==> src/rtl/fp_operand_sequencer.sv <==
// Self-running operand-pair generator for the FP add/sub datapath.
// Corner sweep, free random, constrained random and ordered random runs.
module fp_operand_sequencer #(
  parameter int          WIDTH     = 32,
  parameter int          EXP_BITS  = 8,
  parameter int          MANT_BITS = 23,
  parameter logic [31:0] LFSR_SEED = 32'h1
) (
  input  logic             clk,
  input  logic             rst,
  input  logic             start,
  input  logic [1:0]       mode,
  input  logic [15:0]      num_vectors,
  input  logic             abort,
  output logic             out_valid,
  input  logic             out_ready,
  output logic [WIDTH-1:0] a,
  output logic [WIDTH-1:0] b,
  output logic             operation_select,
  output logic [15:0]      vec_idx,
  output logic             busy,
  output logic             done
);

  localparam logic [1:0] S_IDLE = 2'd0;
  localparam logic [1:0] S_RUN  = 2'd1;
  localparam logic [1:0] S_DONE = 2'd2;

  localparam logic [1:0] M_CORNER  = 2'd0;
  localparam logic [1:0] M_RANDOM  = 2'd1;
  localparam logic [1:0] M_CUSTOM  = 2'd2;
  localparam logic [1:0] M_ORDERED = 2'd3;

  localparam logic [31:0] POLY = 32'h8020_0003;
  localparam logic [31:0] SEED =
    (LFSR_SEED == 32'h0) ? 32'h1 : LFSR_SEED;

  // op bit sits just above the operand; wraps to bit 0 at full width
  localparam int OPB = WIDTH % 32;

  localparam logic [EXP_BITS-1:0] E_ZERO = '0;
  localparam logic [EXP_BITS-1:0] E_ONES = '1;
  localparam logic [EXP_BITS-1:0] E_MAX =
    {{(EXP_BITS-1){1'b1}}, 1'b0};
  localparam logic [EXP_BITS-1:0] E_ONE =
    {{(EXP_BITS-1){1'b0}}, 1'b1};

  localparam logic [MANT_BITS-1:0] M_ZERO = '0;
  localparam logic [MANT_BITS-1:0] M_ONES = '1;
  localparam logic [MANT_BITS-1:0] M_MSB =
    {1'b1, {(MANT_BITS-1){1'b0}}};
  localparam logic [MANT_BITS-1:0] M_ONE =
    {{(MANT_BITS-1){1'b0}}, 1'b1};

  localparam logic [WIDTH-1:0] ONE_W =
    {{(WIDTH-1){1'b0}}, 1'b1};

  logic [1:0]       state;
  logic [1:0]       mode_q;
  logic [15:0]      len_q;
  logic [31:0]      lfsr;
  logic [31:0]      lfsr_rev;
  logic [31:0]      lfsr_nxt;
  logic [WIDTH-1:0] a_n;
  logic [WIDTH-1:0] b_n;
  logic             op_n;
  logic             hs;
  logic             last;

  function automatic logic [WIDTH-1:0] corner(
    input logic [2:0] c
  );
    logic [WIDTH-1:0] v;
    case (c)
      3'd0:    v = {1'b0, E_ZERO, M_ZERO};
      3'd1:    v = {1'b0, E_ONES, M_MSB};
      3'd2:    v = {1'b0, E_ONES, M_ZERO};
      3'd3:    v = {1'b1, E_ONES, M_ZERO};
      3'd4:    v = {1'b0, E_MAX, M_ONES};
      3'd5:    v = {1'b1, E_MAX, M_ONES};
      3'd6:    v = {1'b0, E_ONE, M_ZERO};
      default: v = {1'b0, E_ZERO, M_ONE};
    endcase
    return v;
  endfunction

  function automatic logic [WIDTH-1:0] custom(
    input logic [1:0] el,
    input logic [2:0] mh
  );
    logic [EXP_BITS-1:0]  e;
    logic [MANT_BITS-1:0] m;
    e = '0;
    e[EXP_BITS-1] = 1'b1;
    e[1:0] = el;
    m = '0;
    m[MANT_BITS-1 -: 3] = mh;
    return {1'b0, e, m};
  endfunction

  assign busy      = (state == S_RUN);
  assign done      = (state == S_DONE);
  assign out_valid = busy;
  assign hs        = busy && out_ready;
  assign last      = (vec_idx == len_q - 16'd1);
  assign lfsr_nxt  = {1'b0, lfsr[31:1]}
                   ^ (lfsr[0] ? POLY : 32'h0);

  assign a                = busy ? a_n : '0;
  assign b                = busy ? b_n : '0;
  assign operation_select = busy & op_n;

  // bit-reversed view of the LFSR feeds operand B
  always_comb begin
    lfsr_rev = '0;
    for (int i = 0; i < 32; i++) begin
      lfsr_rev[i] = lfsr[31-i];
    end
  end

  // pick the vector for the latched mode
  always_comb begin
    logic [WIDTH-1:0] x;
    logic [WIDTH-1:0] y;
    x    = lfsr[WIDTH-1:0];
    y    = lfsr_rev[WIDTH-1:0];
    a_n  = x;
    b_n  = y;
    op_n = lfsr[OPB];
    unique case (1'b1)
      mode_q == M_CORNER: begin
        a_n  = corner(vec_idx[6:4]);
        b_n  = corner(vec_idx[3:1]);
        op_n = vec_idx[0];
      end
      mode_q == M_CUSTOM: begin
        a_n  = custom(lfsr[1:0], lfsr[4:2]);
        b_n  = custom(lfsr[9:8], lfsr[12:10]);
        op_n = lfsr[16];
      end
      mode_q == M_ORDERED: begin
        if (x > y) begin
          a_n = x;
          b_n = y;
        end else if (x < y) begin
          a_n = y;
          b_n = x;
        end else begin
          a_n = x | ONE_W;
          b_n = x & ~ONE_W;
        end
      end
      default: begin
        a_n = x;
        b_n = y;
      end
    endcase
  end

  // run control, vector counter and LFSR stepping
  always_ff @(posedge clk or posedge rst) begin
    if (rst) begin
      state   <= S_IDLE;
      mode_q  <= M_CORNER;
      len_q   <= 16'd0;
      vec_idx <= 16'd0;
      lfsr    <= SEED;
    end else begin
      case (state)
        S_IDLE: begin
          if (start) begin
            mode_q  <= mode;
            vec_idx <= 16'd0;
            len_q   <= (mode == M_CORNER) ? 16'd128
                                          : num_vectors;
            if (mode != M_CORNER && num_vectors == 16'd0)
              state <= S_DONE;
            else
              state <= S_RUN;
          end
        end
        S_RUN: begin
          if (abort) begin
            state   <= S_IDLE;
            vec_idx <= 16'd0;
          end else if (hs) begin
            if (mode_q != M_CORNER)
              lfsr <= lfsr_nxt;
            if (last) begin
              state   <= S_DONE;
              vec_idx <= 16'd0;
            end else begin
              vec_idx <= vec_idx + 16'd1;
            end
          end
        end
        default: begin
          state <= S_IDLE;
        end
      endcase
    end
  end

endmodule

==> config.mk <==
export PLATFORM = sky130hd
export DESIGN_NAME = fp_operand_sequencer
export DESIGN_NICKNAME = d
export VERILOG_FILES = /design/src/rtl/fp_operand_sequencer.sv
export SDC_FILE = /design/constraint.sdc
export NUM_CORES = 1
export LEC_CHECK = 0
export CAP_MARGIN = 20
export CORE_MARGIN = 2
export CORE_UTILIZATION = 40
export DETAILED_ROUTE_END_ITERATION = 8
export PLACE_DENSITY = 0.66
export SLEW_MARGIN = 30
export SYNTH_ARGS = -nofsm -noshare
export SYNTH_HDL_FRONTEND = slang
export SYNTH_SLANG_ARGS = --single-unit
==> constraint.sdc <==
create_clock -name clk -period 3.8 [get_ports clk]
set_input_delay 0.76 -clock clk [delete_from_list [all_inputs] [get_ports clk]]
set_output_delay 0.76 -clock clk [all_outputs]
set_load 0.01 [all_outputs]
==> run summary <==
Worst path top cell family by delay: simple AND/OR/NAND/NOR gates
Syn Inst Count: 780
Post-DR wirelength/cell: 18.8 µm
Crit path launch type: flip-flop
Post-synthesis async set-or-reset flop share: 100%
I/O Pins: 107
GR Util All Layers: 24.9%
HP Class: flip-flop to flip-flop
Mapped Area: 6120 µm²
Crit end category: primary output
Largest net degree at the start of global routing: 63
Pre-antenna DRT Iters: 6
Post-DP HPWL: 14500 µm
Wire length of the first global-routing pass: 32400 µm
Number of max-cap violations: 0
Initial antenna violation count: 0
Tmin final: 3.81 ns
Share of layout cells above drive strength 1: 26.4%
H-tree levels: 3
Initial Util: 40.6%
Crit path to: a[24]
Violated checks: negative setup slack
RSZ-0062 raised after global routing: true
Leakage: 0.00371 µW
CP max-delay cell: dfstp_2
Worst setup path class: flip-flop to primary output
Crit path depth: 13
Number of global-route vias before repair: 6175
#FFs+latches synth: 68
Clock Pin Slew Worst Setup and Hold Paths: 0.06 ns
Crit-path cells: inv_2 > ha_4 > nand4_1 > buf_4 > nor4_4 > nand2_1 > o211ai_1 > or2_4 > buf_4 > o21ai_1 > a211oi_2 > buf_4 > clkdlybuf4s15_2
CTS Buf Count: 9
Routed Antenna Nets: 0
Die Area: 16300 µm²
Row count: 45
Tot Pwr: 7560 µW
Final Hold Viols: 0
Post-synthesis sequential area ratio: 27.8%
Slew headroom: 45.0%
Reg-to-reg slack, setup: 0.94 ns
Skew-Pair Late Insertion Delay: 0.34 ns
Clock Tree Root: clkbuf_16
Post-synth cell types: 68
Pwr dens: 908 nW/µm²
Final WS setup: -0.00898 ns
Die X-Extent: 128 µm
CTS sink cnt: 68
Area growth, synth to finish: 36.0%
Worst-Margin Slew: 0.817 ns
Vias per cell: 5.87
Critical path buffer and inverter count: 5
RePlAce Congestion: 0.929
Final setup skew: 0.00532 ns
Grt ovf: 0
Synth warn: 0
Core area: 15100 µm²
TritonCTS clock tree: done
Max VDD drop: 0.000581 V
Reg2Reg Depth: 10
I/O Buffers: 106
Placed cell area: 7740 µm²
R2r endpoint: vec_idx[14]
Remaining DRCs: 0
Die height: 128 µm
Diode count: 0
Net count reported at finish: 980
Worst Path Arrival: 3.05 ns
Fmax: 263 MHz
Design Area, Final: 8330 µm²
Post-Syn Nets: 837
WP data required: 3.04 ns
Slew Viols, Final: 0
Main synth FF type: dfrtp_1
Syn Area/Cell: 7.85 µm²
Crit path from: lfsr[0]
Crit-path max FO: 5
Max incr delay on CP: 0.54 ns
DRT iter0 DRCs: 527
Via count: 6553
Hold_buf cts: 0
Final setup viols: 1
FF-to-FF Start: len_q[0]
Status: complete, but fails checks
EDFF count, synth: 0
Period utilisation layout: 100%
Final WL: 21000 µm
Most used cell along the critical path: buf_4
Maximum root-to-sink buffer count: 2
stage by stage:
step                cells  hold slack [ns]  setup WS [ns]  TNS [ns]  util, %
finish               1116            0.512       -0.00898  -0.00898     55.2
floorplan             780            0.470          0.100         0        -
detailed placement   1084            0.501        -0.0520    -0.451     51.3
CTS                  1105            0.515        0.00377         0     53.9
global placement     1084            0.491        -0.0163   -0.0163     51.3
global route         1116            0.571        -0.0916     -1.49     55.2
synthesized netlist by cell type, types with 2 or more instances:
| cell type | n | area, µm² |
|---|---|---|
| nor2_2 | 11 | 68.8 |
| and2_1 | 7 | 43.8 |
| xor2_1 | 18 | 158 |
| nand3_1 | 15 | 75.1 |
| nand2b_1 | 4 | 25.0 |
| xnor2_1 | 19 | 166 |
| ha_1 | 34 | 425 |
| o221a_1 | 4 | 45.0 |
| nor4_1 | 5 | 31.3 |
| mux2_2 | 3 | 33.8 |
| mux2i_1 | 40 | 400 |
| buf_2 | 6 | 30.0 |
| a211oi_1 | 5 | 37.5 |
| a211o_1 | 5 | 43.8 |
| o21ai_1 | 28 | 140 |
| buf_4 | 3 | 22.5 |
| nor2b_1 | 5 | 31.3 |
| nor2_1 | 27 | 101 |
| buf_1 | 2 | 7.51 |
| a31oi_1 | 8 | 50.1 |
| nand2_1 | 101 | 379 |
| or3_1 | 7 | 43.8 |
| nor3_1 | 20 | 100 |
| o21ai_0 | 77 | 385 |
| o311ai_1 | 2 | 17.5 |
| clkbuf_1 | 47 | 176 |
| o21a_1 | 2 | 15.0 |
| a21oi_1 | 25 | 125 |
| o22ai_1 | 25 | 156 |
| or2_2 | 2 | 12.5 |
| a221oi_1 | 5 | 43.8 |
| dfrtp_1 | 67 | 1680 |
| buf_6 | 5 | 56.3 |
| and3_1 | 18 | 113 |
| nor4_4 | 2 | 42.5 |
| nand4_1 | 34 | 213 |
| o211ai_1 | 15 | 113 |
| nor3b_1 | 2 | 15.0 |
| or2_1 | 2 | 12.5 |
| or4_1 | 2 | 15.0 |
| inv_1 | 44 | 165 |
cells in the final DEF, fill, tap and decap left out, types with 18 or more instances in the layout:
master and instances:
a21oi_1 20, and3_1 18, buf_2 23, buf_4 73
clkbuf_2 36, clkdlybuf4s50_1 42, dfrtp_1 67, ha_1 24
inv_1 36, mux2i_1 37, nand2_1 98, nand4_1 34
nor2_1 26, nor3_1 19, o21ai_0 69, o21ai_1 34
o22ai_1 23, xnor2_1 19, xor2_1 18
per-layer routing:
metal | global-route usage (%) | vias to the layer above | part of all wire, %
li1 | - | 3104 | -
met1 | 35.6 | 3121 | 45
met2 | 38.7 | 296 | 45
met3 | 4.09 | 32 | 8.5
met4 | 7.50 | 0 | 2.3
met5 | 0 | - | 0
cell families after synthesis:
family                   after synthesis  synth area share, %
XOR/XNOR                              37                 5.30
AND/OR/NAND/NOR                      275                 23.6
AO/OA/AOI/OAI                        215                 21.6
buffers and inverters                107                 7.48
multiplexers                          44                 7.28
adder cells (fa/ha/maj)               34                 6.95
flip-flops                            68                 27.8
registers in the layout (all words and copies together), names as in the netlist:
signal and count:
len_q 16, lfsr 32, mode_q 2, state 2, vec_idx 16
what timing repair did:
item	4_1_cts	5_1_grt
pin swaps	7	25
resized for setup	104	180
setup endpoints to repair	64	64
setup buffers	4	9
gates cloned	1	4
report_power, final:
| group | total, µW | internal [µW] | switching [µW] |
|---|---|---|---|
| clock network | 996 | 646 | 350 |
| registers | 1160 | 923 | 237 |
| logic | 5400 | 2510 | 2890 |
final cells by class:
| cell class | count | area [µm²] |
|---|---|---|
| fill | 1413 | 6760 |
| multi-input combinational | 605 | 4260 |
| sequential | 68 | 1700 |
| timing repair buffer | 195 | 1620 |
| tap | 188 | 235 |
| clock buffer | 9 | 225 |
| inverter | 44 | 165 |
| clock inverter | 7 | 124 |
worst min-delay path by stage:
stage	cells after the start	start	slack, ns	endpoint
after CTS	2	len_q[15]	0.52	len_q[15]
after floorplan	2	len_q[15]	0.47	len_q[15]
final	2	len_q[15]	0.51	len_q[15]
after global routing	2	len_q[15]	0.57	len_q[15]
after detailed placement	2	len_q[15]	0.50	len_q[15]
after global placement	2	len_q[15]	0.49	len_q[15]
worst min-delay path, cell delays in order, from the launching register on:
cell and delay (ns):
dfrtp_1 0.36, nand2_1 0.05, o21ai_0 0.07
No activity file was read; power rests on OpenSTA's default activity.
